<file path="src/rtl/rst_seq_if.sv">
// Board-side reset/lock signals exchanged between the reset sequencer and its surroundings.
// The DUT is the slave; the environment driving switch/lock is the master.
interface rst_seq_if;
    logic       reset_sw;
    logic       locked;
    logic       dcm_reset;
    logic       chip_reset;
    logic       run;
    logic       lock_err;
    logic [3:0] retry_cnt;

    modport master (
        output reset_sw, locked,
        input  dcm_reset, chip_reset, run, lock_err, retry_cnt
    );

    modport slave (
        input  reset_sw, locked,
        output dcm_reset, chip_reset, run, lock_err, retry_cnt
    );
endinterface

</file>
<file path="src/rtl/rst_seq.sv">
// Reset/clock bring-up sequencer on the reference clock: pulses the DCM reset, waits for
// lock with timeout/retry, and releases chip reset once lock has been stable.
module rst_seq #(
    parameter int DEB_CYC     = 16,
    parameter int DCM_RST_CYC = 4,
    parameter int LOCK_TO_CYC = 1024,
    parameter int STABLE_CYC  = 8,
    parameter int CNT_W       = 16
) (
    input  logic      clk,
    input  logic      reset,
    rst_seq_if.slave  bus
);

    localparam logic [1:0] S_DCM_RST   = 2'd0;
    localparam logic [1:0] S_WAIT_LOCK = 2'd1;
    localparam logic [1:0] S_STABLE    = 2'd2;
    localparam logic [1:0] S_RUN       = 2'd3;

    localparam logic [CNT_W-1:0] DEB_LAST    = CNT_W'(DEB_CYC - 1);
    localparam logic [CNT_W-1:0] DCM_LAST    = CNT_W'(DCM_RST_CYC - 1);
    localparam logic [CNT_W-1:0] LOCK_LAST   = CNT_W'(LOCK_TO_CYC - 1);
    localparam logic [CNT_W-1:0] STABLE_LAST = CNT_W'(STABLE_CYC - 1);

    logic             sw_m_q, sw_s_q, lk_m_q, lk_s_q;
    logic             sw_deb_q, sw_deb_d;
    logic [CNT_W-1:0] deb_cnt_q, deb_cnt_d;
    logic [1:0]       state_q, state_d;
    logic [CNT_W-1:0] cnt_q, cnt_d;
    logic             lock_err_q, lock_err_d;
    logic [3:0]       retry_q, retry_d;
    logic             dcm_reset_q, chip_reset_q, run_q;

    // Any cycle where the synchronized level agrees with the accepted one restarts the count.
    always_comb begin
        sw_deb_d  = sw_deb_q;
        deb_cnt_d = '0;
        if (sw_s_q != sw_deb_q) begin
            if (deb_cnt_q == DEB_LAST) begin
                sw_deb_d = sw_s_q;
            end else begin
                deb_cnt_d = deb_cnt_q + 1'b1;
            end
        end
    end

    always_comb begin
        state_d    = state_q;
        cnt_d      = cnt_q;
        lock_err_d = lock_err_q;
        retry_d    = retry_q;
        if (sw_deb_q) begin
            state_d = S_DCM_RST;
            cnt_d   = '0;
        end else begin
            case (state_q)
                S_DCM_RST: begin
                    if (cnt_q == DCM_LAST) begin
                        state_d = S_WAIT_LOCK;
                        cnt_d   = '0;
                    end else begin
                        cnt_d = cnt_q + 1'b1;
                    end
                end
                S_WAIT_LOCK: begin
                    if (lk_s_q) begin
                        state_d = S_STABLE;
                        cnt_d   = '0;
                    end else if (cnt_q == LOCK_LAST) begin
                        state_d    = S_DCM_RST;
                        cnt_d      = '0;
                        lock_err_d = 1'b1;
                        retry_d    = (retry_q == 4'hF) ? retry_q : retry_q + 4'd1;
                    end else begin
                        cnt_d = cnt_q + 1'b1;
                    end
                end
                S_STABLE: begin
                    if (!lk_s_q) begin
                        state_d = S_WAIT_LOCK;
                        cnt_d   = '0;
                    end else if (cnt_q == STABLE_LAST) begin
                        state_d = S_RUN;
                        cnt_d   = '0;
                    end else begin
                        cnt_d = cnt_q + 1'b1;
                    end
                end
                default: begin
                    if (!lk_s_q) begin
                        state_d = S_DCM_RST;
                        cnt_d   = '0;
                    end
                end
            endcase
        end
    end

    // Outputs decode state_d so they switch on the same edge as the state register.
    always_ff @(posedge clk) begin
        if (!reset) begin
            sw_m_q       <= 1'b0;
            sw_s_q       <= 1'b0;
            lk_m_q       <= 1'b0;
            lk_s_q       <= 1'b0;
            sw_deb_q     <= 1'b0;
            deb_cnt_q    <= '0;
            state_q      <= S_DCM_RST;
            cnt_q        <= '0;
            lock_err_q   <= 1'b0;
            retry_q      <= 4'd0;
            dcm_reset_q  <= 1'b1;
            chip_reset_q <= 1'b1;
            run_q        <= 1'b0;
        end else begin
            sw_m_q       <= bus.reset_sw;
            sw_s_q       <= sw_m_q;
            lk_m_q       <= bus.locked;
            lk_s_q       <= lk_m_q;
            sw_deb_q     <= sw_deb_d;
            deb_cnt_q    <= deb_cnt_d;
            state_q      <= state_d;
            cnt_q        <= cnt_d;
            lock_err_q   <= lock_err_d;
            retry_q      <= retry_d;
            dcm_reset_q  <= (state_d == S_DCM_RST);
            chip_reset_q <= (state_d != S_RUN);
            run_q        <= (state_d == S_RUN);
        end
    end

    assign bus.dcm_reset  = dcm_reset_q;
    assign bus.chip_reset = chip_reset_q;
    assign bus.run        = run_q;
    assign bus.lock_err   = lock_err_q;
    assign bus.retry_cnt  = retry_q;

endmodule
</file>
<file path="src/flat_wrapper.sv">
// flat-port wrapper written by rule: the top's interface ports become plain ports
module rst_seq_flat 
#(
    parameter int DEB_CYC     = 16,
    parameter int DCM_RST_CYC = 4,
    parameter int LOCK_TO_CYC = 1024,
    parameter int STABLE_CYC  = 8,
    parameter int CNT_W       = 16
)
  (clk, reset, bus_reset_sw, bus_locked, bus_dcm_reset, bus_chip_reset, bus_run, bus_lock_err, bus_retry_cnt);
  rst_seq_if bus_i ();
  input  logic clk;
  input  logic reset;
  input wire logic [$bits(bus_i.reset_sw)-1:0] bus_reset_sw;
  input wire logic [$bits(bus_i.locked)-1:0] bus_locked;
  output wire logic [$bits(bus_i.dcm_reset)-1:0] bus_dcm_reset;
  output wire logic [$bits(bus_i.chip_reset)-1:0] bus_chip_reset;
  output wire logic [$bits(bus_i.run)-1:0] bus_run;
  output wire logic [$bits(bus_i.lock_err)-1:0] bus_lock_err;
  output wire logic [$bits(bus_i.retry_cnt)-1:0] bus_retry_cnt;
  assign bus_i.reset_sw = bus_reset_sw;
  assign bus_i.locked = bus_locked;
  assign bus_dcm_reset = bus_i.dcm_reset;
  assign bus_chip_reset = bus_i.chip_reset;
  assign bus_run = bus_i.run;
  assign bus_lock_err = bus_i.lock_err;
  assign bus_retry_cnt = bus_i.retry_cnt;
  rst_seq #(.DEB_CYC(DEB_CYC), .DCM_RST_CYC(DCM_RST_CYC), .LOCK_TO_CYC(LOCK_TO_CYC), .STABLE_CYC(STABLE_CYC), .CNT_W(CNT_W)) u_core (.clk(clk), .reset(reset), .bus(bus_i));
endmodule
</file>
<file path="config.mk">
export PLATFORM = sky130hd
export DESIGN_NAME = rst_seq_flat
export DESIGN_NICKNAME = d
export VERILOG_FILES = /design/src/rtl/rst_seq_if.sv /design/src/rtl/rst_seq.sv /design/src/flat_wrapper.sv
export SDC_FILE = /design/constraint.sdc
export NUM_CORES = 1
export LEC_CHECK = 0
export BUFFER_PORTS_ARGS = -buffer_cell sky130_fd_sc_hd__buf_4
export CAP_MARGIN = 5
export CORE_MARGIN = 5
export CORE_UTILIZATION = 25
export CTS_CLUSTER_DIAMETER = 150
export DETAILED_ROUTE_END_ITERATION = 12
export PLACE_DENSITY_LB_ADDON = 0.08
export SLEW_MARGIN = 20
export SYNTH_ARGS = -nofsm -noshare
export SYNTH_HDL_FRONTEND = slang
export SYNTH_SLANG_ARGS = --single-unit
</file>
<file path="constraint.sdc">
create_clock -name clk -period 2.85 [get_ports clk]
set_clock_uncertainty 0.1 [all_clocks]
set_input_delay 0.1425 -clock clk [delete_from_list [all_inputs] [get_ports clk]]
set_output_delay 0.1425 -clock clk [all_outputs]
set_load 0.01 [all_outputs]
</file>
==> results.txt <==
total negative slack - 0 ns
FF+latch count, synth - 47
CTS tree - built
Max Fclk - 433 MHz
Commonest cells post-synth - 47 x dfxtp_1, 25 x nand2_1, 25 x nor2_1, 23 x nand3_1, 15 x xor2_1
largest net degree at the start of global routing - 16
Largest delay share family, worst path - simple AND/OR/NAND/NOR gates
final setup margin - 0.541 ns
Seq pwr share - 0.588
Vias - 1721
worst slew pin tran - 0.618 ns
Synth Cell Area - 0.00217 mm^2
Worst setup EP type - register
WL per Instance - 13.1 um
max_cap viols - 0
Via density - 4.69
P_leak - 0.870 nW
drt pass-1 iters - 4
Post-synth EDFFs - 0
H-tree depth - 2
worst-path maximum fanout - 11
predominant post-synthesis flop cell - dfxtp_1
# rows - 34
Hold Crit Class - primary input to register
CTS Buf Count - 5
GRT Overall Usage - 0.0964
Max VDD drop - 193 uV
Final ANT Viol Nets - 0
cells along the critical path - ha_1 > nor4b_1 > nand4_1 > a21oi_1 > nand2_1 > nand2_1 > o311ai_0
post-synth net total - 251
CTS max path bufs - 2
share of the synthesized area in the top cell type - 0.433
Async SR Flop Fraction - 0
drt drc - 0
Bufs and invs on worst path - 0
postcts setup bufs - 0
# diodes - 0
Crit-path slowest cell - dfxtp_1
Crit Path Class - register to register
switching part of the total - 0.252
via count of the first global-routing pass - 1623
post-detail-place hpwl - 3350 um
Starting Density - 0.253
sequential element share of the synthesized area - 0.433
clock slew at the register clock pins of the worst setup and hold paths - 0.09 ns
Die Y - 103 um
GPL Wtd Cong - 0.765
Gate power share - 0.068
Die W - 103 um
Top cell by count, worst path - nand2_1
Final Core Density - 0.286
WL final - 4800 um
total chip power - 1.16 mW
status - complete, no violations
worst relative slew slack - 0.587
reg-to-reg startpoint - u_core.cnt_q[0]
total power per unit cell area - 474 mW/mm^2
Crit path largest cell delay - 0.41 ns
Syn. warnings - 0
clock power share - 0.344
Remaining Overflow, GRT - 0
crit path DAT - 2.37 ns
Post-CTS Hold Buffers - 2
placed instance count - 357
Internal - 0.871 mW
Hold Startpoint - reset
core area - 0.00859 mm^2
initial DRC count - 53
max-slew violations - 0
CP startpoint - u_core.cnt_q[0]
Final setup viols - 0
DP Worst Slack - 0.547 ns
FILL cells - 934
Post-CTS Resized - 0
Final Net Count - 265
Final min period - 2.31 ns
CTS root buffer - clkbuf_8
cells after synthesis - 244
final std cells w/o fill - 367
synth top area cells - dfxtp_1 43%, xor2_1 6.0%, nand3_1 5.3%, nand2_1 4.3%, nor2_1 4.3%
Sink Count - 47
net switching power - 0.293 mW
Synth area leader - dfxtp_1
IO buf count - 11
RSZ-0062 raised after global routing - no
later-pin clock latency in the skew report - 0.30 ns
Area Growth Syn to Fin - 13.0%
Hold Vio Cnt, Final - 0
count of boundary I/O pins - 12
crit path launch type - register
first-pass GRT wire length - 8050 um
Post-DP Area - 0.00235 mm^2
share of post-route cells with drive strength above 1 - 0.120
final period utilization - 0.810
die footprint - 0.0107 mm^2
synth unique cells - 43
initial antenna violation count - 0
most common cell in the netlist - dfxtp_1
cell area after layout - 0.00246 mm^2
Syn Area/Cell - 8.91 um^2
hold slack final - 0.0557 ns
Req. time, crit path - 2.91 ns
## power by group through the flow
stage | logic, mW | clock network [mW] | registers [mW]
finish | 0.0792 | 0.400 | 0.684
global route | 0.0905 | 0.456 | 0.687
CTS | 0.0808 | 0.428 | 0.684
detailed placement | 0.0781 | 0 | 0.699
global placement | 0.0807 | 0 | 0.699
floorplan | 0.0744 | 0 | 0.691
## area by class of cell
cell class,count,area [um^2],share of cell area
Clock inverter,2,12.5,0.00509
Clock buffer,6,72.6,0.0295
Tap cell,108,135,0.0550
Inverter,7,26.3,0.0107
Sequential cell,47,941,0.383
Multi-Input combinational cell,182,1150,0.469
Timing Repair Buffer,15,118,0.0479
## placed cells by master, fill, tap and decap left out, types with 4 or more instances in the layout
master    instances
mux2i_1           4
nor4_1            5
o311ai_2          4
o21ai_0          11
a21oi_1          10
nand2_1          25
and2_1            6
xor2_1           15
clkbuf_8          5
nor2_1           25
inv_1             7
nand3_1          23
nor2b_1           4
dfxtp_1          47
nand4_1           7
and3_1            5
xnor2_1           5
buf_4            13
## routing by layer
metal / routed length [um] / vias to the layer above / GRT usage
met5: 0 / - / 0
met4: 79 / 0 / 0.0369
met3: 91 / 7 / 0.0221
met2: 2320 / 10 / 0.159
met1: 2310 / 814 / 0.122
li1: - / 890 / -
## cells by family (layout without fill, tap and decap cells)
kind of cell               after synthesis  in the layout  share of synthesized area
buffers and inverters                   15             30                     0.0374
and+or+nand+nor                        118            118                      0.290
muxes                                    4              4                     0.0184
xor gates and xnor gates                20             20                     0.0806
adders and majority gates                3              3                     0.0173
DFF                                     47             47                      0.433
AOI/OAI and AO/OA                       37             37                      0.123
## registers in the layout, summed over array words and instances, names as in the netlist
signal and cells:
u_core.bus.dcm_reset 1, u_core.sw_deb_q 1, u_core.state_q 2, u_core.bus.lock_err 1, u_core.lk_s_q 1, u_core.bus.retry_cnt 4
u_core.cnt_q 16, u_core.sw_m_q 1, u_core.lk_m_q 1, u_core.bus.run 1, u_core.sw_s_q 1, u_core.bus.chip_reset 1
u_core.deb_cnt_q 16
## path summary, 6_finish.rpt
kind / to / slack [ns] / cells after the start
worst min register to register: u_core.sw_s_q / 0.34 / 1
worst min-delay path: u_core.bus.retry_cnt[0] / 0.06 / 2
worst max register to register: u_core.cnt_q[15] / 0.54 / 7
worst max-delay path: u_core.cnt_q[15] / 0.54 / 7
No activity file was read; power rests on OpenSTA's default activity.
